<file path="src/rtl/f_fetch_unit.sv">
// Fetch front end: in-order imem requests, response FIFO,
// redirect flush with wrong-path response drop.
module f_fetch_unit #(
   parameter logic [31:0] RESET_PC = 32'h00003000,
   parameter int unsigned DEPTH    = 2
) (
   input  logic        clk,
   input  logic        rst,
   input  logic        stall,
   input  logic        redirect,
   input  logic [31:0] redirect_pc,
   output logic        imem_req_valid,
   input  logic        imem_req_ready,
   output logic [31:0] imem_req_addr,
   input  logic        imem_rsp_valid,
   input  logic [31:0] imem_rsp_data,
   output logic        F_Valid,
   output logic [31:0] F_PC,
   output logic [31:0] F_Inst
);

   localparam int AW = (DEPTH > 1) ? $clog2(DEPTH) : 1;
   localparam int CW = $clog2(DEPTH + 1);

   logic [31:0]   fpc;
   logic [31:0]   pcq [DEPTH];
   logic [AW-1:0] pcq_wr;
   logic [AW-1:0] pcq_rd;
   logic [CW-1:0] outs;
   logic [CW-1:0] drop;
   logic [CW-1:0] count;
   logic [31:0]   fifo_pc [DEPTH];
   logic [31:0]   fifo_inst [DEPTH];
   logic [AW-1:0] wr_ptr;
   logic [AW-1:0] rd_ptr;
   logic [CW:0]   credit_used;
   logic          accept;
   logic          push;
   logic          pop;

   // Credits cover both in-flight and buffered words, so the FIFO cannot overflow
   assign credit_used    = {1'b0, outs} + {1'b0, count};
   assign imem_req_valid = rst & ~redirect
                         & (credit_used < (CW+1)'(DEPTH));
   assign imem_req_addr  = fpc;
   assign accept         = imem_req_valid & imem_req_ready;

   assign push = imem_rsp_valid & (drop == '0) & ~redirect;
   assign pop  = F_Valid & ~stall & ~redirect;

   assign F_Valid = (count != '0);
   assign F_PC    = F_Valid ? fifo_pc[rd_ptr] : 32'h0;
   assign F_Inst  = F_Valid ? fifo_inst[rd_ptr] : 32'h0;

   always_ff @(posedge clk) begin
      if (accept) begin
         pcq[pcq_wr] <= fpc;
      end
      if (rst && push) begin
         fifo_pc[wr_ptr]   <= pcq[pcq_rd];
         fifo_inst[wr_ptr] <= imem_rsp_data;
      end
   end

   always_ff @(posedge clk) begin
      if (!rst) begin
         fpc    <= RESET_PC;
         pcq_wr <= '0;
         pcq_rd <= '0;
         outs   <= '0;
         drop   <= '0;
         count  <= '0;
         wr_ptr <= '0;
         rd_ptr <= '0;
      end else begin
         if (accept) begin
            pcq_wr <= pcq_wr + AW'(1);
         end
         if (imem_rsp_valid) begin
            pcq_rd <= pcq_rd + AW'(1);
         end
         if (accept && !imem_rsp_valid) begin
            outs <= outs + CW'(1);
         end else if (!accept && imem_rsp_valid) begin
            outs <= outs - CW'(1);
         end
         if (redirect) begin
            // stale pc queue entries stay; they pop with the dropped words
            fpc    <= redirect_pc;
            drop   <= outs - CW'(imem_rsp_valid);
            count  <= '0;
            wr_ptr <= '0;
            rd_ptr <= '0;
         end else begin
            if (accept) begin
               fpc <= fpc + 32'd4;
            end
            if (imem_rsp_valid && drop != '0) begin
               drop <= drop - CW'(1);
            end
            if (push) begin
               wr_ptr <= wr_ptr + AW'(1);
            end
            if (pop) begin
               rd_ptr <= rd_ptr + AW'(1);
            end
            if (push && !pop) begin
               count <= count + CW'(1);
            end else if (pop && !push) begin
               count <= count - CW'(1);
            end
         end
      end
   end

   a_rsp_has_credit: assert property (
      @(posedge clk) disable iff (!rst)
      imem_rsp_valid |-> (outs != '0)
   );

endmodule

</file>
<file path="config.mk">
export PLATFORM = sky130hd
export DESIGN_NAME = f_fetch_unit
export DESIGN_NICKNAME = d
export VERILOG_FILES = /design/src/rtl/f_fetch_unit.sv
export SDC_FILE = /design/constraint.sdc
export NUM_CORES = 1
export LEC_CHECK = 0
export ABC_AREA = 1
export BUFFER_PORTS_ARGS = -buffer_cell sky130_fd_sc_hd__buf_4
export CORE_ASPECT_RATIO = 0.8
export CORE_MARGIN = 5
export CORE_UTILIZATION = 60
export DETAILED_ROUTE_END_ITERATION = 10
export MAX_ROUTING_LAYER = met4
export PLACE_DENSITY = 0.84
export SYNTH_ARGS = -nofsm -noshare
export SYNTH_HDL_FRONTEND = slang
export SYNTH_SLANG_ARGS = --single-unit
</file>
<file path="constraint.sdc">
create_clock -name clk -period 19.2 [get_ports clk]
set_input_delay 2.88 -clock clk [delete_from_list [all_inputs] [get_ports clk]]
set_output_delay 2.88 -clock clk [all_outputs]
set_load 0.05 [all_outputs]
</file>
== After elaboration in Yosys (flattened, before gate mapping) ==
Memory sizes are Yosys's and may differ from the RTL's. A register that Yosys moved wholly into a read port is not among the register bits.
Index checks and enable logic that the tools add are counted.

* Muxes and demuxes: 20
* Bitwise gates (word level): 10
* Equality and inequality tests: 0
* Shift-type cells: 0
* $mul: 0
* Magnitude comparators: 1
* Div/mod/pow operators: 0
* Reductions and logical operators: 18
* $add $sub $neg: 12

{| class="wikitable"
|+ Operators with widths
! operator !! count
|-
| $mux 32 || 4
|-
| $add 32x3->32 const B || 1
|-
| $mux 2 || 6
|-
| $reduce_bool 2->1 || 6
|-
| $mux 1 || 10
|-
| $and 1x1->1 || 7
|-
| $logic_and 1x1->1 || 6
|-
| $sub 2x1->2 const B || 3
|-
| $add 1x1->1 const B || 4
|-
| $add 2x1->2 const B || 2
|-
| $logic_not 1->1 || 4
|-
| $add 2x2->3 || 1
|-
| $lt 3x2->1 const B || 1
|-
| $not 1->1 || 3
|-
| $logic_not 2->1 || 1
|-
| $reduce_or 2->1 || 1
|-
| $sub 2x1->2 || 1
|}

* Latch bits: 0
* RAM bits: 192
* Output and inout port bits: 98
* Register bits after elaboration: 42
* ROM bits: 0
* Memories: 3

{| class="wikitable"
|+ Memory list
! memory !! words !! bits a word !! rd ports !! clocked after Yosys merged registers in !! wr ports !! line !! source
|-
| fifo_inst || 2 || 32 || 1 || 1 || 1 || 33 || <nowiki>logic [31:0] fifo_inst [DEPTH];</nowiki>
|-
| fifo_pc || 2 || 32 || 1 || 1 || 1 || 32 || <nowiki>logic [31:0] fifo_pc [DEPTH];</nowiki>
|-
| pcq || 2 || 32 || 1 || 1 || 1 || 26 || <nowiki>logic [31:0] pcq [DEPTH];</nowiki>
|}

== Longest topological paths before layout ==
* Depth in word-level cells: 8
* Depth in mapped cells: 12

== Least setup slack after synthesis ==
Ideal clock, no wire load.

* Path kind: input port to flip-flop
* From: input port redirect
* To: memory fifo_inst[0][0] (enable)
* Required time: 18.635 ns
* Arrival time: 7.614 ns
* Setup slack: 11.021 ns
* Library setup time: 0.565 ns
* Cell stages on the path: 4
* Path through: buf_2 -> nor2_8 -> inv_1 -> nor3_1

* Cells in the longest elaborated chain, start to end: 5

{| class="wikitable"
|+ RTL lines
! what !! line !! source
|-
| start: declaration || 10 || <nowiki>input logic redirect,</nowiki>
|-
| $not 1->1 || 48 || <nowiki>assign push = imem_rsp_valid & (drop == '0) & ~redirect;</nowiki>
|-
| $and 1x1->1 || 48 ||
|-
| $logic_and 1x1->1 || 59 || <nowiki>if (rst && push) begin</nowiki>
|-
| $mux 1 || 59 ||
|-
| $mux 1 (not written as such) || 61 || <nowiki>fifo_inst[wr_ptr] <= imem_rsp_data;</nowiki>
|-
| end: declaration || 33 ||
|}

No other way between the ends.

== Worst setup path in the final report ==
* From: input port rst
* To: output port imem_req_valid

* Cells in the longest elaborated chain, start to end: 2

{| class="wikitable"
|+ RTL lines
! what !! line !! source
|-
| start: declaration || 8 || <nowiki>input logic rst,</nowiki>
|-
| $and 1x1->1 || 43 || <nowiki>assign imem_req_valid = rst & ~redirect</nowiki>
|-
| $and 1x1->1 || 44 || <nowiki>& (credit_used < (CW+1)'(DEPTH));</nowiki>
|-
| end: declaration || 12 || <nowiki>output logic imem_req_valid,</nowiki>
|}

No other way between the ends.

==> out/results.ini <==
[synth]
synth_seq_cells=236
synthCells=893
yosys_warnings=0
synthMuxAreaShare_pct=3.66
synth.largest_area_cell=edfxtp_1
synth.top_cell.area_share_pct=58.6
seq_area_frac_synth_pct=67.6
synth_simple_gate_area_share_pct=15.5
yosys-top-cells-area=edfxtp_1, nand2_1, dfxtp_1
synth_top_family_by_area=simple AND/OR/NAND/NOR gates
syn_area_per_cell_sq_um=11.0
synth_edf_count=192
synth_xor_area_share_pct=0.623
synth_flop_cell=edfxtp_1
syn_nets=969
yosysUniqueCellTypes=31
synth-compound-area-share_pct=7.58
synth_adder_area_share_pct=0.839
syn_area_sq_um=9840
async_flop_share_pct=0

[detailed_routing]
drt_iter0_drc=660
ant_nets=0
drtPass1Iterations=6
vias_per_cell=5.46
vias=7026
routedWlPerCell_microns=17.3
drt_wl_total_microns=22200
drc=0

[setup_path]
slowest_stage=inv_2
worst_path_largest_cell_delay_ns=0.24
crit_fanout=27
worstSetupPathType=in2out
critPathLaunchType=primary input
critPathCaptureType=output port
path_common_cell=buf_4
crit_arrival_ns=3.96
crit_chain=buf_4 -> inv_2 -> nor2_8 -> inv_1 -> nor3_1 -> buf_4
worstPathRequired_ns=16.32

[clock_tree]
clkTransAtPathRegs_ns=0.07
cts_buffers=22
cts_tree=built
clockRootBuffer=clkbuf_16
cts_buffer_depth=3
ctsResizeCount=0
htreeDepth=1
insertion_delay_ns=0.50
cts-hold-fix-buffers=0
postCtsSetupBuffers=0
clock-sinks=236

[layout]
layoutNonFillerInstCount=1286
nets=1131
synthToLayoutAreaGrowth_pct=22.6
multi_input_area_sq_um=2790
layout_common_cells=nand2_1, edfxtp_1, buf_4
drive_gt1_share_pct=25.2
n_fill_cell=1043
antenna_cells=0
mostFrequentLayoutCell=nand2_1
seqCellArea_sq_um=6650

[sta]
worst_pin_slew_ns=1.18
period_share_pct=35.6
setup_violations=0
max_freq_ghz=0.146
min_period_ns=6.84
timing.final.ws_setup_ns=12.36
slew_headroom_pct=21.6
hold_viol=0
slew_violations=0
fin_skew_ns=0.00855
rsz0062_at_grt=no
fin_setup_tns_ns=0

[status]
status=finished, final reports clean

[placed_design]
pre_cts_ws_ns=12.35
place.gp.congestion=0.933
portBuffers=167
post-place-cells=1246
hpwlAfterDp_microns=14300

[floorplan]
start_util_pct=61.7
coreArea_sq_um=16000
die_w_microns=153
io_pins=168
die_y_microns=125
die_area_sq_um=19100
fp-row-count=41

[pwr]
p_total_mw=1.17
powerDensity_nw_per_um2=97.1
peakVddDrop_v=0.0000789
p_leak_nw=4.63

[global_route]
grtUsageTotal_pct=23.5
grt.overflow.total=0
grt_pass1_wl_microns=35400
antenna_found_initial=0
grt_max_degree=66
first_global_vias=6865

[hold_path]
hp-class=reg2reg

[job]
maxCapViolations=0

==> cells in the mapped netlist, types with 2 or more instances <==
| cell type | n |
|---|---|
| xor2_1 | 5 |
| a22oi_1 | 2 |
| nor3_1 | 3 |
| dfxtp_1 | 44 |
| inv_1 | 66 |
| buf_1 | 6 |
| nand2_2 | 5 |
| inv_2 | 4 |
| nand2_1 | 247 |
| buf_4 | 3 |
| clkbuf_1 | 22 |
| nand3_1 | 41 |
| nor2_2 | 8 |
| a21oi_1 | 95 |
| nor2_4 | 3 |
| edfxtp_1 | 192 |
| mux2_2 | 32 |
| ha_1 | 5 |
| and2_1 | 3 |
| xnor2_1 | 2 |
| nand4_1 | 3 |
| buf_2 | 4 |
| o211ai_1 | 5 |
| o21ai_0 | 36 |
| a31oi_1 | 6 |
| nor2_1 | 46 |
==> per-layer routing <==
metal | part of all wire (%) | vias up | track usage [%]
li1 | - | 3380 | -
met4 | 2.5 | 0 | 6.29
met1 | 41 | 3275 | 31.4
met3 | 8.7 | 44 | 4.20
met5 | 0 | - | -
met2 | 48 | 327 | 37.8
==> final timing paths <==
| kind | depth (start not counted) | startpoint | end | slack [ns] |
|---|---|---|---|---|
| min reg2reg | 2 | rd_ptr | flop | 0.47 |
| max reg2reg | 11 | count[0] | outs[1] | 16.46 |
| max | 6 | rst | imem_req_valid | 12.36 |
| min | 2 | rd_ptr | flop | 0.47 |
==> worst max-delay path, delay by kind of cell <==
kind	cells	cell delay, ns
buffers and inverters	4	0.73
and+or+nand+nor	2	0.34
==> through the flow <==
stage                     area [sq um]  hold slack [ns]  utilization (%)
after global placement           11300            0.464             70.7
after floorplan                   9840            0.447                -
final                            12100            0.475             75.6
after detailed placement         11300            0.462             70.7
after CTS                        12100            0.474             75.6
after global routing             12100            0.515             75.6
==> layout make-up <==
| type | instances | area share (%) |
|---|---|---|
| Timing Repair Buffer | 174 | 10.8 |
| Sequential cell | 236 | 55.1 |
| Clock buffer | 23 | 4.59 |
| Clock inverter | 17 | 1.92 |
| Inverter | 70 | 2.18 |
| Multi-Input combinational cell | 551 | 23.1 |
| Tap cell | 215 | 2.23 |
==> registers in the layout, summed over array words and instances, names as in the netlist, named ones only <==
| name | cells |
|---|---|
| imem_req_addr | 32 |
| rd_ptr | 1 |
| count | 2 |
| fifo_pc | 64 |
| wr_ptr | 1 |
| pcq_rd | 1 |
| outs | 2 |
| pcq_wr | 1 |
| fifo_inst | 64 |
| pcq | 64 |
| drop | 2 |
==> power by group <==
group / total (mW) / switching, mW / internal [mW] / leakage, nW
clock network: 0.463 / 0.184 / 0.279 / 0.373
logic: 0.126 / 0.0847 / 0.0409 / 2.13
registers: 0.583 / 0.0129 / 0.570 / 2.13
==> cells by family (layout without fill, tap and decap cells) <==
group / count (synthesis) / count (layout)
AOI/OAI and AO/OA: 144 / 144
and+or+nand+nor: 362 / 362
adders and majority gates: 6 / 6
buffers and inverters: 106 / 284
DFF: 236 / 236
muxes: 32 / 32
xor gates and xnor gates: 7 / 7
No activity file was read; power rests on OpenSTA's default activity.
